$ cat config.mk
export PLATFORM = sky130hd
export DESIGN_NAME = muldiv_unit
export DESIGN_NICKNAME = d
export VERILOG_FILES = /design/src/rtl/muldiv_unit.sv
export SDC_FILE = /design/constraint.sdc
export NUM_CORES = 1
export LEC_CHECK = 0
export ABC_AREA = 1
export CAP_MARGIN = 10
export CORE_MARGIN = 2
export CORE_UTILIZATION = 30
export DETAILED_ROUTE_END_ITERATION = 16
export GPL_ROUTABILITY_DRIVEN = 1
export MAX_ROUTING_LAYER = met4
export REMOVE_ABC_BUFFERS = 1
export SLEW_MARGIN = 10
export SYNTH_ARGS = -nofsm -noshare
export SYNTH_HDL_FRONTEND = slang
export SYNTH_SLANG_ARGS = --single-unit
$ cat constraint.sdc
create_clock -name clk -period 6.2 [get_ports clk]
set_input_delay 1.24 -clock clk [delete_from_list [all_inputs] [get_ports clk]]
set_output_delay 1.24 -clock clk [all_outputs]
set_load 0.005 [all_outputs]
$ cat src/rtl/muldiv_unit.sv
// muldiv_unit: iterative 32-bit unsigned multiply/divide unit.
// One shift/add (MUL, MULHU) or shift/subtract (DIVU, REMU) step per clock.
// The result goes straight to the register-file write port.
module muldiv_unit #(
  parameter int XLEN  = 32,
  parameter int CNT_W = 5
) (
  input  logic            clk,
  input  logic            clr_n,
  input  logic            start,
  input  logic [1:0]      op,
  input  logic [XLEN-1:0] src_a,
  input  logic [XLEN-1:0] src_b,
  input  logic [4:0]      rd,
  input  logic            kill,
  output logic            busy,
  output logic            wb_valid,
  output logic            wb_en,
  output logic [4:0]      wb_addr,
  output logic [XLEN-1:0] wb_data
);

  typedef enum logic [1:0] {IDLE, CALC, DONE} state_t;

  state_t            state;
  logic [CNT_W-1:0]  cnt;
  logic [1:0]        op_q;
  logic [4:0]        rd_q;
  logic [XLEN-1:0]   opnd;
  logic [XLEN-1:0]   acc_hi;
  logic [XLEN-1:0]   acc_lo;
  logic              valid_q;

  logic [XLEN:0]     mul_sum;
  logic [XLEN:0]     mul_sel;
  logic [XLEN:0]     rem_sh;
  logic [XLEN-1:0]   sub_diff;
  logic              sub_borrow;
  logic              sub_ok;
  logic [XLEN-1:0]   hi_next;
  logic [XLEN-1:0]   lo_next;
  logic [XLEN-1:0]   result_next;
  logic              last_iter;

  // acc_hi holds the upper product half or the partial remainder; acc_lo
  // holds the multiplier (shifting out) or dividend/quotient (shifting in).
  // opnd holds the multiplicand or the divisor.
  always_comb begin
    mul_sum                = {1'b0, acc_hi} + {1'b0, opnd};
    mul_sel                = acc_lo[0] ? mul_sum : {1'b0, acc_hi};
    rem_sh                 = {acc_hi, acc_lo[XLEN-1]};
    {sub_borrow, sub_diff} = {1'b0, rem_sh[XLEN-1:0]} - {1'b0, opnd};
    sub_ok                 = rem_sh[XLEN] | ~sub_borrow;
    hi_next                = '0;
    lo_next                = '0;
    if (op_q[1]) begin
      hi_next = sub_ok ? sub_diff : rem_sh[XLEN-1:0];
      lo_next = {acc_lo[XLEN-2:0], sub_ok};
    end else begin
      hi_next = mul_sel[XLEN:1];
      lo_next = {mul_sel[0], acc_lo[XLEN-1:1]};
    end
    result_next = op_q[0] ? hi_next : lo_next;
    last_iter   = (cnt == CNT_W'(XLEN - 1));
  end

  // A flush during the completion cycle must suppress the write immediately.
  assign wb_valid = valid_q & ~kill;
  assign wb_en    = wb_valid & (wb_addr != 5'd0);

  // Control FSM together with the iterating datapath and registered outputs.
  always_ff @(posedge clk or negedge clr_n) begin
    if (!clr_n) begin
      state   <= IDLE;
      cnt     <= '0;
      op_q    <= '0;
      rd_q    <= '0;
      opnd    <= '0;
      acc_hi  <= '0;
      acc_lo  <= '0;
      valid_q <= 1'b0;
      busy    <= 1'b0;
      wb_addr <= '0;
      wb_data <= '0;
    end else begin
      valid_q <= 1'b0;
      case (state)
        IDLE: begin
          if (start) begin
            op_q   <= op;
            rd_q   <= rd;
            acc_hi <= '0;
            cnt    <= '0;
            busy   <= 1'b1;
            if (op[1]) begin
              acc_lo <= src_a;
              opnd   <= src_b;
            end else begin
              acc_lo <= src_b;
              opnd   <= src_a;
            end
            if (op[1] && (src_b == '0)) begin
              state   <= DONE;
              valid_q <= 1'b1;
              wb_addr <= rd;
              wb_data <= op[0] ? src_a : '1;
            end else begin
              state <= CALC;
            end
          end
        end
        CALC: begin
          if (kill) begin
            state <= IDLE;
            busy  <= 1'b0;
          end else begin
            acc_hi <= hi_next;
            acc_lo <= lo_next;
            cnt    <= cnt + 1'b1;
            if (last_iter) begin
              state   <= DONE;
              valid_q <= 1'b1;
              wb_addr <= rd_q;
              wb_data <= result_next;
            end
          end
        end
        DONE: begin
          state <= IDLE;
          busy  <= 1'b0;
        end
        default: begin
          state <= IDLE;
          busy  <= 1'b0;
        end
      endcase
    end
  end

endmodule

# Word-level counts from Yosys, hierarchy flattened
# Index checks and enable logic that the tools add are counted.
# word_totals
mem_bits_ro	0
regBits	149
ram_bits	0
out_inout_bits	40
memories	0
latchBits	0
# classes
mul	0
add_sub_neg	3
n_lt_le_gt_ge	0
shifts	0
bitwise_logic	5
muxes	40
n_reduce_logical	10
div_mod_pow	0
n_eq_ne	8
# ops
operator	count
$mux 32	15
$pmux 32 s2	3
$add 32x32->33	1
$mux 33	1
$sub 32x32->33	1
$logic_not 32->1	1
$mux 5	6
$pmux 5 s2	2
$ne 2x2->1 const B	5
$mux 2	4
$mux 1	6
$reduce_and 2->1	3
$add 5x1->5 const B	1
$eq 5x5->1 const B	1
$reduce_and 5->1	1
$reduce_bool 5->1	1
$pmux 1 s2	2
$pmux 2 s2	1
$ne 3x3->1 const B	1
$reduce_and 3->1	1
$and 1x1->1	2
$eq 2x1->1 const B	1
$logic_not 2->1	1
$not 1->1	2
3 further kinds	3

# Logic depth before layout (Yosys ltp)
# depth
word_depth	9
ltp_mapped	19
mapped_depth_nobuf	18

# Worst setup path before layout
# No wires, ideal clock.
# synth_timing
path_type	input to output
start	in kill
end	out wb_en
arrival_ps	1533
cell_stages	3
required_ps	4960
setup_slack_ps	3427
cell_sequence	nor2_1 > o31ai_1 > inv_1
# synth_via
elab_chain_len	3
# synth_lines
item	line_no	text
start, declared	15	input logic kill,
$not 1->1	68	assign wb_valid = valid_q & ~kill;
$and 1x1->1	68	
$and 1x1->1	69	assign wb_en = wb_valid & (wb_addr != 5'd0);
end, declared	18	output logic wb_en,
# Every way passes these cells.

# Worst setup path in the final report
# layout_timing
start	in src_b[3]
end	reg wb_data[2]
# layout_via
elab_chain_len	4
# layout_lines
item	line_no	text
start, declared	13	input logic [XLEN-1:0] src_b,
$logic_not 32->1	102	if (op[1] && (src_b == '0)) begin
$logic_and 1x1->1	102	
$ne 2x2->1 (no line)	n/a	
$reduce_and 5->1 (no line)	n/a	
end signal, assigned	106	wb_data <= op[0] ? src_a : '1;
end signal, assigned	124	wb_data <= result_next;
end, declared	20	output logic [XLEN-1:0] wb_data
# Every way passes these cells.
# A chain may end at the register's enable or synchronous reset.

==> impl_results.md <==
- Count leader, synth: nand2_1
- Initial core utilization: 30.5%
- Cell Chain, Critical Path: clkdlybuf4s50_1 -> nor4_1 -> nand4_1 -> nor2_1 -> nand3_2 -> nand2_2 -> o21a_1 -> a21oi_1
- LEAKAGE: 0.00858 uW
- Setup CP Type: in -> reg
- Layout area overhead: 16.3%
- RSZ-0062 raised after global routing: no
- Total global-route track usage: 23.2%
- Clock power frac: 13.3%
- Clock buffer depth: 2
- Net switching power: 5030 uW
- Post-CTS setup buffers: 0
- Htree depth: 4
- Max_cap viols: 0
- Cell total after placement: 2964
- Pre-CTS setup slack: 1690 ps
- Clock skew: 8.59 ps
- Pwr dens: 551 nW/um^2
- Maximum VDD drop: 442 uV
- Global-route wire length before repair: 82.6 mm
- Reg2Reg Setup Slack: 2590 ps
- Yosys warnings: 0
- 1st-iter DRT viols: 1291
- CTS resizes: 0
- DRC viols: 0
- Worst Hold End: rd_q[1]$_DFFE_PN0P_
- Final setup TNS: 0 ps
- WHS: 473 ps
- Crit path arrival time: 4420 ps
- CP required: 6530 ps
- Sw Share: 56.6%
- Worst-path fanout max: 54
- Share of cells above drive strength 1: 3.01%
- Quantity of hold-fixing buffers added after cts: 0
- Synth Flop Type: dfrtp_1
- Flop and latch count out of synthesis: 149
- Core Box Area: 45500 um^2
- Die Height: 219 um
- Yosys top cell by area: dfrtp_1
- Fmax: 245 MHz
- Delay-heaviest family, CP: simple AND/OR/NAND/NOR gates
- Final Power: 8890 uW
- EDFF count, synth: 0
- Cts bufs inserted: 17
- CP max stage cell: nand2_2
- Diode count: 0
- Max_slew headroom: 21.6%
- Hold depth: 2
- Setup violators final: 0
- PortBufs: 114
- Final Cycle Share: 65.9%
- CTS tree: built
- Crit start category: input port
- Drt wl/cell: 17.8 um
- Die W: 219 um
- Skew-Pair Late Insertion Delay: 450 ps
- Post-route ant nets: 0
- Netlist cell types: 47
- HP Class: reg -> reg
- DR vias: 15.1k
- Post-synthesis cell area: 13900 um^2
- Cells after Synth: 2328
- Internal cell power: 3860 uW
- Sequential element share of the synthesized area: 26.9%
- Post-synth top cells: 787 x nand2_1, 383 x inv_1, 171 x nor2_1
- Final Max Tran Viols: 0
- Row cnt: 78
- Hold Violations, Final: 0
- Setup WS post-layout: 2120 ps
- Post-Route WL: 53.2 mm
- Worst Max-Slew Pin Slew: 1180 ps
- CP Buf/Inv Count: 1
- Pre-antenna DRT Iters: 6
- Clock slew at reported path FFs: 60 ps
- DIE AREA: 48000 um^2
- Avg Inst Size Synth: 5.96 um^2
- Combinational fraction of design power: 68.0%
- Worst reg-to-reg path cell count: 17
- Grt ovf: 0
- I/O pin count: 115
- Slowest stage delay, CP: 860 ps
- TritonCTS Sinks: 149
- Min Clock Period, post-route: 4080 ps
- CP endpoint kind: register
- Antenna violations before repair: 0
- Via-to-Cell Ratio: 5.03
- Number of global-route vias before repair: 14.2k
- Status: finished, final reports clean
- Synth top area share: 26.9%
- Root buffer cell: clkbuf_16
- Worst Hold Launch: rd_q[1]$_DFFE_PN0P_
- Largest net degree at the start of global routing: 100
- FFs w/ async S/R, synth: 100%
- Worst reg2reg path endpoint: wb_data[21]$_DFFE_PN0P_
- Gpl congestion: 0.976
- Layout Cells excl Fill: 2996
- Detail Placement HPWL: 42.0 mm
- Final #Nets: 2526
- Sequential Power Share: 18.7%
- Most area-consuming cells after synthesis: dfrtp_1 27%, nand2_1 21%, inv_1 10%, ha_1 6.0%, nand3_1 5.8%
- Worst r2r src: acc_lo[31]$_DFFE_PN0P_
-- registers in the layout, summed over array words and instances, names as in the netlist --
name,cells
busy,1
acc_hi,32
wb_data,32
op_q,2
valid_q,1
rd_q,5
opnd,32
acc_lo,32
state,2
cnt,5
wb_addr,5
-- worst reg2reg max path: cells and delay by family (launching register included) --
| kind | cells | cell delay (ps) |
|---|---|---|
| and+or+nand+nor | 12 | 1930 |
| adders and majority gates | 2 | 750 |
| DFF | 1 | 470 |
| buffers and inverters | 2 | 270 |
| AOI/OAI and AO/OA | 1 | 70 |
-- how the worst max path moves through the flow --
stage                    startpoint                     end  depth (start not counted)
3_3_place_gp              src_b[19]  wb_data[8]$_DFFE_PN0P_                          8
5_1_grt                   src_b[18]  wb_data[0]$_DFFE_PN0P_                          8
4_1_cts                   src_b[19]  wb_data[2]$_DFFE_PN0P_                          8
2_1_floorplan  state[1]$_DFFE_PN0P_   acc_lo[9]$_DFFE_PN0P_                          9
3_5_place_dp              src_b[19]  wb_data[2]$_DFFE_PN0P_                          8
6_report                   src_b[3]  wb_data[2]$_DFFE_PN0P_                          8
-- per-layer routing --
metal  GRT usage (%)  up-vias  wire length [um]
met1            33.0     6949             25400
met2            33.6      513             22400
met5               -        -                 0
met3            3.05       76              3740
li1                -     7522                 -
met4            8.13        0              1590
-- layout by cell type (no fill, tap or decap), types with 3 or more instances in the layout --
cell type	instances
a21oi_1	133
a22o_1	3
a22oi_1	21
a31oi_1	9
and2_1	5
buf_4	12
bufinv_16	5
clkbuf_16	17
clkdlybuf4s50_1	112
clkinvlp_4	3
dfrtp_1	148
ha_1	66
inv_1	382
inv_2	7
nand2_1	787
nand2_2	6
nand3_1	162
nand3b_1	3
nand4_1	24
nor2_1	171
nor2_4	5
nor3_1	19
nor4_1	9
o211ai_1	42
o21a_1	11
o21ai_0	143
o21ai_1	34
o21bai_1	5
o22ai_1	3
xnor2_1	11
xor2_1	11
-- stage by stage --
step | area (um^2) | util (%)
6_report | 16100 | 35.5
5_1_grt | 16100 | 35.5
4_1_cts | 16100 | 35.5
3_5_place_dp | 15500 | 34.0
3_3_place_gp | 15500 | 34.0
2_1_floorplan | 13500 | -
-- area by class of cell --
| type | count | area, um^2 |
|---|---|---|
| clock inverter | 12 | 200 |
| clock buffer | 20 | 457 |
| sequential | 149 | 3730 |
| tap | 600 | 751 |
| timing repair buffer | 126 | 1230 |
| multi-input combinational | 1699 | 8300 |
| inverter | 390 | 1470 |
| fill | 5064 | 29300 |
-- power groups by stage --
stage	clock [uW]	combinational [uW]	sequential (uW)
after global routing	1240	6830	1700
after floorplan	0	4040	1590
after detailed placement	0	5920	1670
final	1180	6040	1660
after CTS	1200	5960	1660
after global placement	0	5900	1670
-- cells by family after synthesis --
family | count (synthesis) | synth area share (%)
AO/OA/AOI/OAI | 410 | 16.6
XOR/XNOR | 22 | 1.39
adder cells (fa/ha/maj) | 68 | 6.24
buffers and inverters | 480 | 13.3
flip-flops | 149 | 26.9
multiplexers | 1 | 0.0722
AND/OR/NAND/NOR | 1198 | 35.5
Power figures use the tool's default switching activity.
